<file path="src/rtl/dmi_access_ctrl_pkg.sv">
// Shared DMI transaction types: request/response structs, DTM op codes and
// the sticky DMI error encoding reported back through the DR capture value.
package dm;

  localparam int unsigned DbgAddressBits = 7;

  typedef enum logic [1:0] {
    DTM_NOP   = 2'h0,
    DTM_READ  = 2'h1,
    DTM_WRITE = 2'h2
  } dtm_op_e;

  typedef enum logic [1:0] {
    DMI_NO_ERROR  = 2'h0,
    DMI_RESERVED  = 2'h1,
    DMI_OP_FAILED = 2'h2,
    DMI_BUSY      = 2'h3
  } dmi_error_e;

  typedef struct packed {
    logic [DbgAddressBits-1:0] addr;
    dtm_op_e                   op;
    logic [31:0]               data;
  } dmi_req_t;

  typedef struct packed {
    logic [31:0] data;
    logic [1:0]  resp;
  } dmi_resp_t;

endpackage

</file>
<file path="src/rtl/dmi_access_ctrl.sv">
// JTAG-side DMI access controller: turns DMI Update-DR into one CDC handshake and
// tracks sticky busy/failed status. Define DMI_RESP_ERR_EN to flag non-zero responses.
module dmi_access_ctrl
  import dm::*;
#(
  parameter int unsigned AbitsW = 7,
  parameter int unsigned DrW    = AbitsW + 34
) (
  input  logic           tck_i,
  input  logic           trst_ni,
  input  logic           dmi_access_i,
  input  logic           capture_i,
  input  logic           update_i,
  input  logic [DrW-1:0] dr_i,
  output logic [DrW-1:0] dr_o,
  input  logic           dmireset_i,
  input  logic           dmihardreset_i,
  output dmi_req_t       dmi_req_o,
  output logic           dmi_req_valid_o,
  input  logic           dmi_req_ready_i,
  input  dmi_resp_t      dmi_resp_i,
  input  logic           dmi_resp_valid_i,
  output logic           dmi_resp_ready_o
);

  typedef enum logic [2:0] {
    ST_IDLE       = 3'd0,
    ST_READ       = 3'd1,
    ST_WAIT_READ  = 3'd2,
    ST_WRITE      = 3'd3,
    ST_WAIT_WRITE = 3'd4
  } state_e;

  state_e            state_r, state_next_s;
  dmi_error_e        error_r, error_next_s;
  logic [AbitsW-1:0] addr_r;
  logic [31:0]       data_r;
  logic              latch_s;
  logic              busy_s;
  logic              resp_done_s;
  logic              resp_err_s;

  assign busy_s      = (update_i | capture_i) & dmi_access_i & (state_r != ST_IDLE);
  assign resp_done_s = dmi_resp_valid_i &
                       ((state_r == ST_WAIT_READ) | (state_r == ST_WAIT_WRITE));

`ifdef DMI_RESP_ERR_EN
  assign resp_err_s = resp_done_s & (dmi_resp_i.resp != 2'd0);
`else
  logic unused_resp_s;
  assign unused_resp_s = ^dmi_resp_i.resp;
  assign resp_err_s    = 1'b0;
`endif

  // Next-state and handshake outputs; request payload comes from registers only.
  always_comb begin
    state_next_s     = state_r;
    latch_s          = 1'b0;
    dmi_req_valid_o  = 1'b0;
    dmi_resp_ready_o = 1'b0;
    dmi_req_o        = '0;
    dmi_req_o.addr   = addr_r;
    dmi_req_o.data   = data_r;
    dmi_req_o.op     = DTM_NOP;
    case (state_r)
      ST_IDLE: begin
        if (update_i && dmi_access_i && (error_r == DMI_NO_ERROR)) begin
          latch_s = 1'b1;
          case (dr_i[1:0])
            DTM_READ:  state_next_s = ST_READ;
            DTM_WRITE: state_next_s = ST_WRITE;
            default:   state_next_s = ST_IDLE;
          endcase
        end else begin
          state_next_s = ST_IDLE;
        end
      end
      ST_READ: begin
        dmi_req_valid_o = 1'b1;
        dmi_req_o.op    = DTM_READ;
        if (dmi_req_ready_i) begin
          state_next_s = ST_WAIT_READ;
        end else begin
          state_next_s = ST_READ;
        end
      end
      ST_WRITE: begin
        dmi_req_valid_o = 1'b1;
        dmi_req_o.op    = DTM_WRITE;
        if (dmi_req_ready_i) begin
          state_next_s = ST_WAIT_WRITE;
        end else begin
          state_next_s = ST_WRITE;
        end
      end
      ST_WAIT_READ, ST_WAIT_WRITE: begin
        dmi_resp_ready_o = 1'b1;
        if (dmi_resp_valid_i) begin
          state_next_s = ST_IDLE;
        end else begin
          state_next_s = state_r;
        end
      end
      default: state_next_s = ST_IDLE;
    endcase
  end

  // Sticky error: explicit clears beat busy, busy beats a failed response.
  always_comb begin
    error_next_s = error_r;
    if (dmireset_i || dmihardreset_i) begin
      error_next_s = DMI_NO_ERROR;
    end else if (busy_s) begin
      error_next_s = DMI_BUSY;
    end else if (resp_err_s) begin
      error_next_s = DMI_OP_FAILED;
    end else begin
      error_next_s = error_r;
    end
  end

  // FSM and error registers.
  always_ff @(posedge tck_i or negedge trst_ni) begin
    if (!trst_ni) begin
      state_r <= ST_IDLE;
      error_r <= DMI_NO_ERROR;
    end else begin
      state_r <= state_next_s;
      error_r <= error_next_s;
    end
  end

  // Address/data holding registers; a read response still lands after a hard reset.
  always_ff @(posedge tck_i or negedge trst_ni) begin
    if (!trst_ni) begin
      addr_r <= '0;
      data_r <= 32'h0;
    end else begin
      if (dmihardreset_i) begin
        addr_r <= '0;
      end else if (latch_s) begin
        addr_r <= dr_i[DrW-1:34];
      end else begin
        addr_r <= addr_r;
      end
      if (resp_done_s && (state_r == ST_WAIT_READ)) begin
        data_r <= dmi_resp_i.data;
      end else if (dmihardreset_i) begin
        data_r <= 32'h0;
      end else if (latch_s) begin
        data_r <= dr_i[33:2];
      end else begin
        data_r <= data_r;
      end
    end
  end

  assign dr_o = {addr_r, data_r, ((state_r != ST_IDLE) ? 2'd3 : 2'(error_r))};

endmodule

</file>
<file path="config.mk">
export PLATFORM = sky130hd
export DESIGN_NAME = dmi_access_ctrl
export DESIGN_NICKNAME = d
export VERILOG_FILES = /design/src/rtl/dmi_access_ctrl_pkg.sv /design/src/rtl/dmi_access_ctrl.sv
export SDC_FILE = /design/constraint.sdc
export NUM_CORES = 1
export LEC_CHECK = 0
export ABC_AREA = 1
export CORE_MARGIN = 1
export CORE_UTILIZATION = 35
export CTS_BUF_LIST = sky130_fd_sc_hd__clkbuf_8
export DETAILED_ROUTE_END_ITERATION = 16
export DONT_BUFFER_PORTS = 1
export HOLD_SLACK_MARGIN = 0.06
export RECOVER_POWER = 25
export SKIP_LAST_GASP = 1
export SYNTH_ARGS = -nofsm -noshare
export SYNTH_HDL_FRONTEND = slang
export SYNTH_SLANG_ARGS = --single-unit
export TNS_END_PERCENT = 20
</file>
<file path="constraint.sdc">
create_clock -name tck_i -period 3.2 [get_ports tck_i]
set_clock_uncertainty 0.05 [all_clocks]
set_input_delay 0.32 -clock tck_i [delete_from_list [all_inputs] [get_ports tck_i]]
set_output_delay 0.32 -clock tck_i [all_outputs]
set_load 0.005 [all_outputs]
</file>
Yosys cells after proc, flatten, opt, wreduce, memory -nomap -nowiden
Index checks and enable logic that the tools add are counted.
{"block": "totals", "latch_bits": 0, "n_memories": 0, "mem_bits_ro": 0, "reg_bits": 44, "out_inout_bits": 84, "ramBits": 0}
{"block": "op_classes", "n_addsub": 0, "n_div": 0, "n_lt_le_gt_ge": 0, "reduce_logical": 12, "mul": 0, "n_eq_ne": 7, "n_mux": 19, "shifts": 0, "bitwise": 5}
{"operator": "two-way mux 32 bit", "n": 3}
{"operator": "two-way mux 7 bit", "n": 2}
{"operator": "case mux 3 bit (4 select lines)", "n": 1}
{"operator": "two-way mux 3 bit", "n": 3}
{"operator": "two-way mux 2 bit", "n": 4}
{"operator": "case mux 2 bit (2 select lines)", "n": 2}
{"operator": "equality test 3 x 2 -> 1 bit (second input constant)", "n": 2}
{"operator": "nonzero test 3 bit", "n": 2}
{"operator": "two-way mux 1 bit", "n": 4}
{"operator": "nonzero test 2 bit", "n": 2}
{"operator": "OR reduction 2 bit", "n": 2}
{"operator": "AND 1 bit", "n": 3}
{"operator": "equality test 3 x 1 -> 1 bit (second input constant)", "n": 1}
{"operator": "equality test 3 bit (second input constant)", "n": 1}
{"operator": "logical AND 1 bit", "n": 3}
{"operator": "zero test 3 bit", "n": 1}
{"operator": "equality test 2 x 1 -> 1 bit (second input constant)", "n": 1}
{"operator": "equality test 2 bit (second input constant)", "n": 1}
{"operator": "zero test 2 bit", "n": 1}
{"operator": "!= test 2 bit (second input constant)", "n": 1}
{"operator": "OR 1 bit", "n": 2}
{"operator": "logical OR 1 bit", "n": 1}

Depth between registers and ports, before layout
{"block": "depth", "ltp_word": 7, "ltp_mapped": 9}

Worst setup path after synthesis
Ideal clock, no wire load.
{"block": "synth_path", "path_type": "register to output", "startpoint": "reg state_r[0]", "endpoint": "out dr_o[1]", "n_path_buf": 2, "stages_incl_launch_ff": 7, "required_ns": 2.830, "slack_ns": 1.820, "arrival_ns": 1.010, "path_cell_list": "dfrtp_1 inv_2 buf_2 nand3b_1 nor2_1 inv_1 buf_4"}
{"block": "synth_via", "elab_chain_len": 2}
{"item": "start, declared", "line": "dmi_access_ctrl.sv:34", "rtl": "state_e state_r, state_next_s;"}
{"item": "start signal, assigned", "line": "dmi_access_ctrl.sv:128", "rtl": "state_r <= state_next_s;"}
{"item": "nonzero test 3 bit", "line": "dmi_access_ctrl.sv:158", "rtl": "assign dr_o = {addr_r, data_r, ((state_r != ST_IDLE) ? 2'd3 : 2'(error_r))};"}
{"item": "two-way mux 2 bit", "line": "dmi_access_ctrl.sv:158"}
{"item": "end, declared", "line": "dmi_access_ctrl.sv:15", "rtl": "output logic [DrW-1:0] dr_o,"}
No other way between the ends.

Worst setup path in the final report
{"block": "layout_path", "startpoint": "reg state_r[2]", "endpoint": "reg data_r[20]"}
{"block": "layout_via", "elab_chain_len": 5}
{"item": "equality test 3 x 2 -> 1 bit or equality test 3 bit (tied branches)", "line": "dmi_access_ctrl.sv:45, dmi_access_ctrl.sv:146"}
{"item": "OR 1 bit", "line": "dmi_access_ctrl.sv:45", "rtl": "((state_r == ST_WAIT_READ) | (state_r == ST_WAIT_WRITE));"}
{"item": "AND 1 bit", "line": "dmi_access_ctrl.sv:44", "rtl": "assign resp_done_s = dmi_resp_valid_i &"}
{"item": "logical AND 1 bit", "line": "dmi_access_ctrl.sv:146", "rtl": "if (resp_done_s && (state_r == ST_WAIT_READ)) begin"}
{"item": "nonzero test 3 bit (no source line) or two-way mux 32 bit (tied branches)"}
{"item": "end signal, assigned", "line": "dmi_access_ctrl.sv:147", "rtl": "data_r <= dmi_resp_i.data;"}
{"item": "end signal, assigned", "line": "dmi_access_ctrl.sv:151", "rtl": "data_r <= dr_i[33:2];"}
{"item": "end signal, assigned", "line": "dmi_access_ctrl.sv:153", "rtl": "data_r <= data_r;"}
{"item": "end, declared", "line": "dmi_access_ctrl.sv:37", "rtl": "logic [31:0] data_r;"}
Parallel ways exist; a longest one is shown, timed or not.
A chain may end at the register's enable or synchronous reset.

==> flow_summary_export.csv <==
group,metric,value,unit
die,die_area,8730,µm²
layout,antenna_cells_inserted,0,
layout,drive_gt1_share,5.57,%
critical_path,cp-end-kind,"flop",
die,coreArea,7930,µm²
logic_synthesis,syn-mean-instance-area,6.79,µm²
die,row_count,32,
sta,fin_crit,2.05,ns
clock_network,post_cts_resize_count,0,
layout,multiInputGateArea,1250,µm²
drt,wl_per_cell,15.8,µm
clock_network,max-clock-path-buffers,2,
die,die_width,93.5,µm
drt,detailedRoute.firstIterationViolations,153,
logic_synthesis,synth_warnings,0,
logic_synthesis,synth.yosys.seq_area_share,36.8,%
global_route,global_route.overflow_total,0,
sta,timing.max_slew.rel_slack,55.8,%
placement,place.gp.congestion,0.778,
power_and_ir_drop,totalPowerFinal,1.44,mW
logic_synthesis,syn_area,2930,µm²
power_and_ir_drop,power_frac_comb,23.0,%
global_route,maximum_number_of_pins_on_one_net_before_global_route_repair,65,
logic_synthesis,yosys.area_share.simple,41.4,%
power_and_ir_drop,power.share.switching,36.9,%
power_and_ir_drop,power_density,514,nW/µm²
placement,postPlaceCellArea,2650,µm²
logic_synthesis,synth_xor_xnor_area_share,0,%
sta,hold_fails_final_rpt,0,
die,die_h,93.5,µm
sta,timing.final.setup_violations,0,
clock_network,clock-sinks,43,
power_and_ir_drop,pwr-share-clk,26.0,%
power_and_ir_drop,total_leakage_power,1.60,nW
clock_network,tritoncts.num_buffers,5,
layout,layout_common_cells,"nand2_1, nand4_1, dfrtp_1",
sta,setup_tns,0,ns
power_and_ir_drop,worst_ir_drop_vdd,0.190,mV
global_route,antenna_violations_before_repair,0,
flow_run,max_cap_viol_count,0,
logic_synthesis,cells_after_synthesis,431,
logic_synthesis,synth.mux.area_fraction,0,%
logic_synthesis,compound_gate_fraction_of_synth_area,0.812,%
status,outcome,"finished clean",
critical_path,cp_data_arrival_time,2.19,ns
critical_path,required,3.34,ns
logic_synthesis,ys_ff_latch,43,
logic_synthesis,syn_nets,516,
sta,timing.fmax,488,MHz
sta,final_min_period_over_clock_period,64.1,%
sta,worst_pin_slew,0.664,ns
power_and_ir_drop,p_sw,0.530,mW
critical_path,setup.worst_path.class,"flop to flop",
drt,finalWirelength,7.59,mm
global_route,groute.usage.overall,18.0,%
layout,design.final.nets,461,
critical_path,cp-start-kind,"flop",
clock_network,root_buffer,"clkbuf_8",
drt,antenna_violating_nets_post_route,0,
layout,layout.cells.most_common,"nand2_1",
logic_synthesis,synth-async-reset-ratio,100,%
layout,ff_latch_area,1080,µm²
logic_synthesis,synth_top_family_by_area,"simple AND/OR/NAND/NOR gates",
clock_network,path_clk_slew,0.09,ns
logic_synthesis,synth_top_flop_cell,"dfrtp_1",
die,top_level_ports,168,
power_and_ir_drop,power_frac_seq,51.0,%
hold_path,min-delay-path-class,"input port to flop",
critical_path,cp_max_fo,20,
layout,n_fill_cell,873,
drt,vias_per_cell,5.28,
layout,area_delta_synth_final,-4.57,%
placement,numPortBuffers,0,
clock_network,clkLatencyLatePin,0.29,ns
drt,detail_route.drc_violations,0,
placement,dp_hpwl,4.98,mm
power_and_ir_drop,power.internal,0.906,mW
layout,layout.cell_area.non_filler,2790,µm²
logic_synthesis,yosys.area_share.adder,0.427,%
sta,timing.final.max_slew_violations,0,
clock_network,number_of_h_tree_levels,2,
logic_synthesis,ys_types,24,
die,starting_density_of_the_core,36.9,%
global_route,grt_pass1_wl,12.2,mm
clock_network,cts_tree,"built",
global_route,via_count_of_the_first_global_routing_pass,2367,
drt,drt_pass1_iterations,4,
sta,grt_setup_unrepaired,"no",
drt,number_of_vias_in_the_routed_layout,2528,
logic_synthesis,synth_enable_flop_cells,0,
worst max-delay path, cell delays in order (launching register included):
cell	delay, ns
dfrtp_1	0.46
nor2_1	0.09
nand2_2	0.33
nand3_1	0.48
buf_4	0.38
nand2_1	0.08
nand2_1	0.05
registers in the layout, indices dropped and copies added, names as in the netlist:
signal and cells:
state_r 3, addr_r 7, data_r 32, error_r 1
power by group through the flow:
stage               Sequential [mW]  Clock [mW]  Combinational [mW]
floorplan                     0.700           0               0.397
global placement              0.744           0               0.311
detailed placement            0.744           0               0.316
CTS                           0.735       0.393               0.333
global route                  0.750       0.416               0.384
finish                        0.732       0.373               0.330
cells by family after synthesis:
| family | count (synthesis) |
|---|---|
| buffers and inverters | 111 |
| DFF | 43 |
| and+or+nand+nor | 272 |
| adders and majority gates | 1 |
| AOI/OAI and AO/OA | 4 |
synthesized netlist by cell type, types with 2 or more instances:
master | n | area, µm²
nor3_1 | 2 | 10.0
buf_1 | 2 | 7.51
nand3_1 | 3 | 15.0
clkbuf_1 | 11 | 41.3
nand2_1 | 157 | 589
inv_1 | 37 | 139
nand4_1 | 64 | 400
buf_4 | 43 | 323
dfrtp_1 | 43 | 1080
nor2_1 | 40 | 150
inv_2 | 3 | 11.3
buf_2 | 14 | 70.1
cell type report:
| cell class | instances | area share [%] |
|---|---|---|
| Sequential cell | 43 | 38.5 |
| Tap cell | 102 | 4.57 |
| Timing Repair Buffer | 9 | 3.31 |
| Clock inverter | 2 | 0.582 |
| Multi-Input combinational cell | 277 | 44.7 |
| Clock buffer | 6 | 2.96 |
| Inverter | 40 | 5.37 |
routing by layer:
metal	track usage (%)	up-vias	share of wire, %
met4	5.26	0	1.6
met3	3.66	15	7.4
met2	30.0	121	47
met1	23.4	1173	44
met5	0	-	0
li1	-	1219	-
per-stage QoR:
step	util, %	setup WS [ns]	hold slack [ns]	instances
4_1_cts	35.1	1.11	0.0642	478
5_1_grt	35.2	0.940	0.0724	479
3_5_place_dp	33.4	1.13	-0.0244	468
2_1_floorplan	-	1.82	-0.0256	431
3_3_place_gp	33.4	1.13	-0.0243	468
6_report	35.2	1.15	0.0878	479
path summary, 6_finish.rpt:
path / to / depth (start not counted) / startpoint / slack (ns)
hold reg to reg: addr_r[2]$_DFFE_PN0P_ / 2 / addr_r[2]$_DFFE_PN0P_ / 0.49
setup / recovery: data_r[20]$_DFFE_PN0P_ / 6 / state_r[2]$_DFFE_PN0P_ / 1.15
max in group asynchronous: data_r[9]$_DFFE_PN0P_ / 2 / trst_ni / 2.43
min in group asynchronous: data_r[30]$_DFFE_PN0P_ / 2 / trst_ni / 0.47
setup reg to reg: data_r[20]$_DFFE_PN0P_ / 6 / state_r[2]$_DFFE_PN0P_ / 1.15
hold / removal: addr_r[5]$_DFFE_PN0P_ / 2 / dr_i[39] / 0.09
timing repair:
item,4_1_cts,5_1_grt
hold buffers,2,1
buffers inserted,0,0
hold endpoints to repair,43,1
(Power assumes the default switching activity.)
